$ cat src/rtl/keystream_packer_if.sv
// FIFO-side write port of the keystream packer: write strobe, packed word and full flag.
interface keystream_packer_if #(
  parameter int WIDTH = 8
);
  logic             wr_enable;
  logic [WIDTH-1:0] wr_data_buffer;
  logic             fifo_full;

  modport master (output wr_enable, output wr_data_buffer, input fifo_full);
  modport slave  (input wr_enable, input wr_data_buffer, output fifo_full);
endinterface

$ cat src/rtl/keystream_packer.sv
// Gates the trivium core, skips warm-up output and packs the serial keystream
// LSB-first into WIDTH-bit words pushed to the byte FIFO with backpressure.
module keystream_packer #(
  parameter int WIDTH = 8,
  parameter int CNT_W = 8
) (
  input  logic                 clk,
  input  logic                 rst_n,
  input  logic                 ena,
  input  logic                 start,
  input  logic                 stop,
  input  logic [CNT_W-1:0]     burst_len,
  input  logic                 init_flag,
  input  logic                 keystream_bit,
  output logic                 gen_key,
  keystream_packer_if.master   fifo,
  output logic                 busy,
  output logic                 done,
  output logic [CNT_W-1:0]     byte_count
);

  localparam int BW = $clog2(WIDTH);

  localparam logic [2:0] IDLE    = 3'd0;
  localparam logic [2:0] WARMUP  = 3'd1;
  localparam logic [2:0] COLLECT = 3'd2;
  localparam logic [2:0] PUSH    = 3'd3;
  localparam logic [2:0] DONE    = 3'd4;

  logic [2:0]       state;
  logic [WIDTH-2:0] shift;
  logic [BW-1:0]    bit_cnt;
  logic             stop_pending;
  logic             last_bit;
  logic [CNT_W-1:0] count_next;
  logic             burst_end;

  assign last_bit   = (bit_cnt == BW'(WIDTH - 1));
  assign count_next = byte_count + 1'b1;
  assign burst_end  = (burst_len != '0) && (count_next == burst_len);

  always_comb begin
    gen_key        = ena && ((state == WARMUP) || (state == COLLECT));
    fifo.wr_enable = ena && (state == PUSH) && !fifo.fifo_full;
    busy           = (state != IDLE);
    done           = ena && (state == DONE);
  end

  always_ff @(posedge clk or negedge rst_n) begin
    if (!rst_n) begin
      state               <= IDLE;
      shift               <= '0;
      bit_cnt             <= '0;
      stop_pending        <= 1'b0;
      byte_count          <= '0;
      fifo.wr_data_buffer <= '0;
    end else if (ena) begin
      case (state)
        IDLE: begin
          if (start) begin
            byte_count   <= '0;
            bit_cnt      <= '0;
            stop_pending <= 1'b0;
            state        <= init_flag ? WARMUP : COLLECT;
          end
        end
        WARMUP: begin
          // The core advances on the edge where init_flag first reads 0, so the
          // bit it presents there is the first valid keystream bit: keep it.
          if (stop) begin
            state <= IDLE;
          end else if (!init_flag) begin
            shift[0] <= keystream_bit;
            bit_cnt  <= BW'(1);
            state    <= COLLECT;
          end
        end
        COLLECT: begin
          if (stop) stop_pending <= 1'b1;
          if (last_bit) begin
            fifo.wr_data_buffer <= {keystream_bit, shift};
            bit_cnt             <= '0;
            state               <= PUSH;
          end else begin
            shift[bit_cnt] <= keystream_bit;
            bit_cnt        <= bit_cnt + 1'b1;
          end
        end
        PUSH: begin
          if (stop) stop_pending <= 1'b1;
          if (!fifo.fifo_full) begin
            byte_count <= count_next;
            if (burst_end)                 state <= DONE;
            else if (stop_pending || stop) state <= IDLE;
            else                           state <= COLLECT;
          end
        end
        DONE:    state <= IDLE;
        default: state <= IDLE;
      endcase
    end
  end

endmodule

$ cat src/flat_wrapper.sv
// flat-port wrapper written by rule: the top's interface ports become plain ports
module keystream_packer_flat 
#(
  parameter int WIDTH = 8,
  parameter int CNT_W = 8
)
  (clk, rst_n, ena, start, stop, burst_len, init_flag, keystream_bit, gen_key, busy, done, byte_count, fifo_wr_enable, fifo_wr_data_buffer, fifo_fifo_full);
  keystream_packer_if #(.WIDTH(WIDTH)) fifo_i ();
  input  logic clk;
  input  logic rst_n;
  input  logic ena;
  input  logic start;
  input  logic stop;
  input  logic [CNT_W-1:0] burst_len;
  input  logic init_flag;
  input  logic keystream_bit;
  output logic gen_key;
  output logic busy;
  output logic done;
  output logic [CNT_W-1:0] byte_count;
  output wire logic [$bits(fifo_i.wr_enable)-1:0] fifo_wr_enable;
  output wire logic [$bits(fifo_i.wr_data_buffer)-1:0] fifo_wr_data_buffer;
  input wire logic [$bits(fifo_i.fifo_full)-1:0] fifo_fifo_full;
  assign fifo_wr_enable = fifo_i.wr_enable;
  assign fifo_wr_data_buffer = fifo_i.wr_data_buffer;
  assign fifo_i.fifo_full = fifo_fifo_full;
  keystream_packer #(.WIDTH(WIDTH), .CNT_W(CNT_W)) u_core (.clk(clk), .rst_n(rst_n), .ena(ena), .start(start), .stop(stop), .burst_len(burst_len), .init_flag(init_flag), .keystream_bit(keystream_bit), .gen_key(gen_key), .fifo(fifo_i), .busy(busy), .done(done), .byte_count(byte_count));
endmodule
$ cat config.mk
export PLATFORM = sky130hd
export DESIGN_NAME = keystream_packer_flat
export DESIGN_NICKNAME = d
export VERILOG_FILES = /design/src/rtl/keystream_packer_if.sv /design/src/rtl/keystream_packer.sv /design/src/flat_wrapper.sv
export SDC_FILE = /design/constraint.sdc
export NUM_CORES = 1
export LEC_CHECK = 0
export CAP_MARGIN = 20
export CORE_UTILIZATION = 55
export CTS_BUF_LIST = sky130_fd_sc_hd__clkbuf_4
export CTS_CLUSTER_SIZE = 24
export DETAILED_ROUTE_END_ITERATION = 10
export PLACE_DENSITY_LB_ADDON = 0.15
export SYNTH_ARGS = -nofsm -noshare
export SYNTH_HDL_FRONTEND = slang
export SYNTH_SLANG_ARGS = --single-unit
$ cat constraint.sdc
create_clock -name clk -period 4 [get_ports clk]
set_input_delay 0.8 -clock clk [delete_from_list [all_inputs] [get_ports clk]]
set_output_delay 0.8 -clock clk [all_outputs]
set_load 0.005 [all_outputs]
## After elaboration in Yosys (flattened, before gate mapping)

Cells that the tools add are included.

- Flip-flop bits (word level): 30
- Input bits: 16
- Logic and storage cells: 77

- Add/subtract/negate cells: 2
- $lt $le $gt $ge: 2
- Equal/unequal tests: 14
- Muxes and demuxes: 27
- Bitwise logic cells: 1
- Reduce and logical (&&, ||, !) cells: 24

Operators with widths:

| kind | number |
|---|---|
| $mux 3 | 10 |
| $mux 8 | 2 |
| $pmux 8 s2 | 1 |
| $reduce_and 5->1 | 3 |
| $pmux 3 s4 | 1 |
| $ne 2x2->1 const B | 5 |
| $pmux 3 s3 | 1 |
| $add 8x1->8 const B | 1 |
| $eq 8x8->1 | 1 |
| $reduce_and 4->1 | 2 |
| $reduce_bool 8->1 | 1 |
| $bwmux 7 | 1 |
| $eq 3x2->1 const B | 2 |
| $eq 3x3->1 const B | 2 |
| $logic_and 1x1->1 | 6 |
| $mux 1 | 6 |
| $reduce_and 3->1 | 2 |
| $reduce_bool 2->1 | 3 |
| $reduce_bool 3->1 | 2 |
| $lt 3x4->1 const B | 1 |
| $mux 2 | 2 |
| $ne 2x1->1 const B | 2 |
| $pmux 1 s2 | 2 |
| $add 3x1->3 const B | 1 |
| other kinds (9) | 10 |

## Depth between registers and ports, before layout

Gate-level depths: netlist (run 1).

- Depth in word-level cells: 7
- Mapped depth: 7
- Gate-level depth less buffers: 7

## Worst setup path before layout (run 1)

OpenSTA, ideal clock, no wires.

- Kind: input to output
- From: in ena
- To: out fifo_wr_enable
- Data arrival time: 1,468 ps
- Required time: 3,200 ps
- Setup slack: 1,732 ps
- Stages on the path: 4
- Buffers on the path: 1
- Cells stage by stage: nand2b_1 or3_1 clkbuf_1 clkinv_1

- Longest elaborated chain between the ends: 2

RTL lines:

| what | RTL line | text |
|---|---|---|
| start: declaration | flat_wrapper.sv:11 | `input logic ena;` |
| $logic_and 1x1->1 (2 in a row) | keystream_packer.sv:44 | `fifo.wr_enable = ena && (state == PUSH) && !fifo.fifo_full;` |
| end: declaration | flat_wrapper.sv:21 | `output wire logic [$bits(fifo_i.wr_enable)-1:0] fifo_wr_enable;` |

No other way between the ends.

## Final worst setup path (run 1)

Ends and elaborated chain as after synthesis.

==> metrics.txt, run 1 <==
DRC viols 1; Pleak 0.0009102 µW; share of power burned in registers 0.430; number of slew-limit violations in the final report 0; share of layout cells above drive strength 1 0.1274; GP Congestion 0.9403; clock period minus final worst setup slack 3551 ps; distinct cell type count of the synthesized netlist 37; status finished with violations; post-detailed-routing wire length 3821 µm; worst stage delay on the critical path 620 ps; total setup violations reported at the end of the flow 0; die outline height 57.62 µm; Worst path most repeated cell sky130_fd_sc_hd__clkdlybuf4s50_1; dpl hpwl 2839 µm; post-placement setup slack 464.4 ps; Layout Area Growth over Synthesis 26.47%; TritonCTS clock tree yes; library cell used as clock root buffer sky130_fd_sc_hd__clkbuf_4; post-detailed-route count of antenna-violating nets 0; Buffers & Inverters on Critical Path 3; setup repair after global routing missed its margin no; critical path's top delay family buffers and inverters; Worst Max-Slew Pin Slew 428.9 ps; site row count 19; net switching power figure 410.7 µW; final clock period utilization by the worst path 0.8877; cell area after synthesis 0.001702 mm²; Yosys reg bits 30; remaining global-route overflow 0; CTS sink cnt 30; I/O pin count 36; first-iteration detailed-routing DRC count 72; Setup CP Type in2out; IO Port Bufs 35; Die Footprint 0.003320 mm²; initial cell density of the core 0.5965; detailed-route via count 1448; FILL cells 224; x dimension of the die 57.62 µm; Core Box Area 0.002853 mm²; H-tree levels 2; Clock Skews 14.33 ps; pin count of the biggest net entering global routing 31; Post-Syn Instances 173; mean cell area of the mapped netlist 9.836 µm²; post-route worst setup slack 449.1 ps; footprint of the multi-input gates 918.4 µm²; post-CTS setup buffer count 0; Clock transition at path regs 90 ps; violated checks design-rule violations; sum of negative setup slack 0 ps; area used by sequential logic in the layout 750.7 µm²; cell with the largest stage delay on the worst path sky130_fd_sc_hd__clkdlybuf4s50_1; number of endpoints with negative hold slack in the final report 0; Net Sw Frac 0.3425; ratio of routed vias to standard cells 5.959; post-synthesis sequential area ratio 0.4412; VDD IR-drop max 0.2707 mV; commonest cells after routing, fill and taps aside sky130_fd_sc_hd__clkdlybuf4s50_1 (35), sky130_fd_sc_hd__dfrtp_1 (30), sky130_fd_sc_hd__nand2_1 (19); deepest clock path buffer count 2; number of buffers created by CTS 5; relative slew slack 0.7141; relative contribution of the clock network to total power 0.190; drt first pass iters 7; category of the worst setup path launch point input pin; cells traversed along the worst timing path clkdlybuf4s50_1 -> nand2b_1 -> or3_1 -> clkinv_1 -> clkdlybuf4s50_1; data required time at the worst endpoint 3200 ps; Worst Path Max Fanout 9; total of warnings raised by yosys 0; combinational share of power 0.380; reported max-cap violation count 0; leading cell type in the layout, fill and taps excluded sky130_fd_sc_hd__clkdlybuf4s50_1; ANT cells 0; global routing usage summed across all routing layers 0.2656; mean routed wirelength per cell 15.72 µm; Nets 231; internal power component 788.5 µW; synthesized netlist net count 192; post-CTS resize count 0; vias in the first global route 1496; first-pass GRT wire length 6575 µm; CP Capture Type primary output; hold_buf cts 0; Arrival @ worst endpoint 2750 ps; clk_lat worst skew 330 ps; fmax 0.2816 GHz; Pwr Density 557.2 mW/mm²; number of antenna violations at the first check in global routing 0; worst min-delay path category reg2reg
[worst paths after layout]
kind | startpoint | to | slack (ps) | depth (start not counted)
worst max register to register | u_core.bit_cnt[1] | u_core.shift[4] | 1810 | 6
worst min register to register | u_core.shift[1] | u_core.shift[1] | 510 | 1
worst max-delay path | ena | fifo_wr_enable | 450 | 5
max in group asynchronous | rst_n | u_core.fifo.wr_data_buffer[4] | 2880 | 2
worst min-delay path | u_core.shift[1] | u_core.shift[1] | 510 | 1
min in group asynchronous | rst_n | u_core.shift[4] | 840 | 2
[synthesized netlist by cell type]
cell                        instances  area [µm²]
sky130_fd_sc_hd__or3b_1             1       8.760
sky130_fd_sc_hd__nor3b_2            2       25.02
sky130_fd_sc_hd__ha_1               3       37.54
sky130_fd_sc_hd__clkbuf_1           2       7.510
sky130_fd_sc_hd__and3_1             2       12.51
sky130_fd_sc_hd__and2_1             2       12.51
sky130_fd_sc_hd__o21ai_0           13       65.06
sky130_fd_sc_hd__o31a_1             1       8.760
sky130_fd_sc_hd__o31ai_1            3       22.52
sky130_fd_sc_hd__buf_2              2       10.01
sky130_fd_sc_hd__or3_4              1       11.26
sky130_fd_sc_hd__a21oi_1            6       30.03
sky130_fd_sc_hd__nor3_1             2       10.01
sky130_fd_sc_hd__xor2_1             4       35.03
sky130_fd_sc_hd__nand2_1           19       71.32
sky130_fd_sc_hd__o211ai_1           2       15.01
sky130_fd_sc_hd__nor2b_1            4       25.02
sky130_fd_sc_hd__o211a_1            1       10.01
sky130_fd_sc_hd__nor4_1             3       18.77
sky130_fd_sc_hd__a22o_1             1       8.760
sky130_fd_sc_hd__o2bb2ai_1          2       17.52
sky130_fd_sc_hd__nor2_1            11       41.29
sky130_fd_sc_hd__dfrtp_1           30       750.7
sky130_fd_sc_hd__nand2b_1           5       31.28
sky130_fd_sc_hd__nand3_1            5       25.02
sky130_fd_sc_hd__xnor2_1            9       78.83
sky130_fd_sc_hd__or4_1              1       7.510
sky130_fd_sc_hd__o311a_1            1       10.01
sky130_fd_sc_hd__nor3b_1            2       15.01
sky130_fd_sc_hd__inv_1              3       11.26
sky130_fd_sc_hd__or3_1              5       31.28
sky130_fd_sc_hd__o41ai_1            1       8.760
sky130_fd_sc_hd__nand4_1            3       18.77
sky130_fd_sc_hd__o22ai_1            3       18.77
sky130_fd_sc_hd__mux2_2            16       180.2
sky130_fd_sc_hd__nor2_2             1       6.260
sky130_fd_sc_hd__clkinv_1           1       3.750
[kinds of logic (layout without fill, tap and decap cells)]
family / Yosys count / count (layout) / share of synthesized area
AO/OA/AOI/OAI: 34 / 34 / 0.1265
multiplexers: 16 / 16 / 0.1059
XOR/XNOR: 13 / 13 / 0.06691
AND/OR/NAND/NOR: 69 / 69 / 0.2184
buffers and inverters: 8 / 47 / 0.01912
flip-flops: 30 / 30 / 0.4412
adder cells (fa/ha/maj): 3 / 3 / 0.02206
[layout make-up]
type                            instances  area share
Tap cell                               31     0.01802
Timing Repair Buffer                   36      0.1663
Multi-Input combinational cell        135      0.4267
Inverter                                4    0.006977
Clock inverter                          2     0.01570
Sequential cell                        30      0.3488
Clock buffer                            5     0.01744
[power by group through the flow]
stage          logic [µW]  clock network [µW]  registers (µW)
5_1_grt               502                 243             535
4_1_cts               459                 233             513
3_5_place_dp          457                   0             518
2_1_floorplan         304                   0             476
6_report              456                 227             516
3_3_place_gp          440                   0             511
[metal layers]
| metal | up-vias | share of wire | GRT usage |
|---|---|---|---|
| li1 | 698 | - | - |
| met1 | 680 | 0.40 | 0.2991 |
| met2 | 62 | 0.52 | 0.4618 |
| met3 | 8 | 0.061 | 0.07589 |
| met4 | 0 | 0.020 | 0.1289 |
| met5 | - | 0 | 0 |
[sequential cells by signal (all words and copies together), names as in the netlist]
signal / cells
u_core.shift: 7
u_core.bit_cnt: 3
u_core.stop_pending: 1
u_core.state: 3
u_core.fifo.wr_data_buffer: 8
u_core.byte_count: 8
[metrics by stage]
step,power [µW],utilization,cell area [µm²],hold slack [ps],std cells
after floorplan,779.9,-,1702,474.9,173
after global placement,950.5,0.7294,2081,484.2,236
after detailed placement,975.8,0.7294,2081,491.4,236
after CTS,1205,0.7544,2152,513.4,243
after global routing,1280,0.7544,2152,521.2,243
final,1199,0.7544,2152,512.5,243
Note: power is estimated with default switching activity, not from simulation.
==> inputs of run 2 (changes only) <==
Settings changed: TNS_END_PERCENT set to 10.
==> results of run 2 <==
Final layout, timing and power as in run 1 (identical DEF).
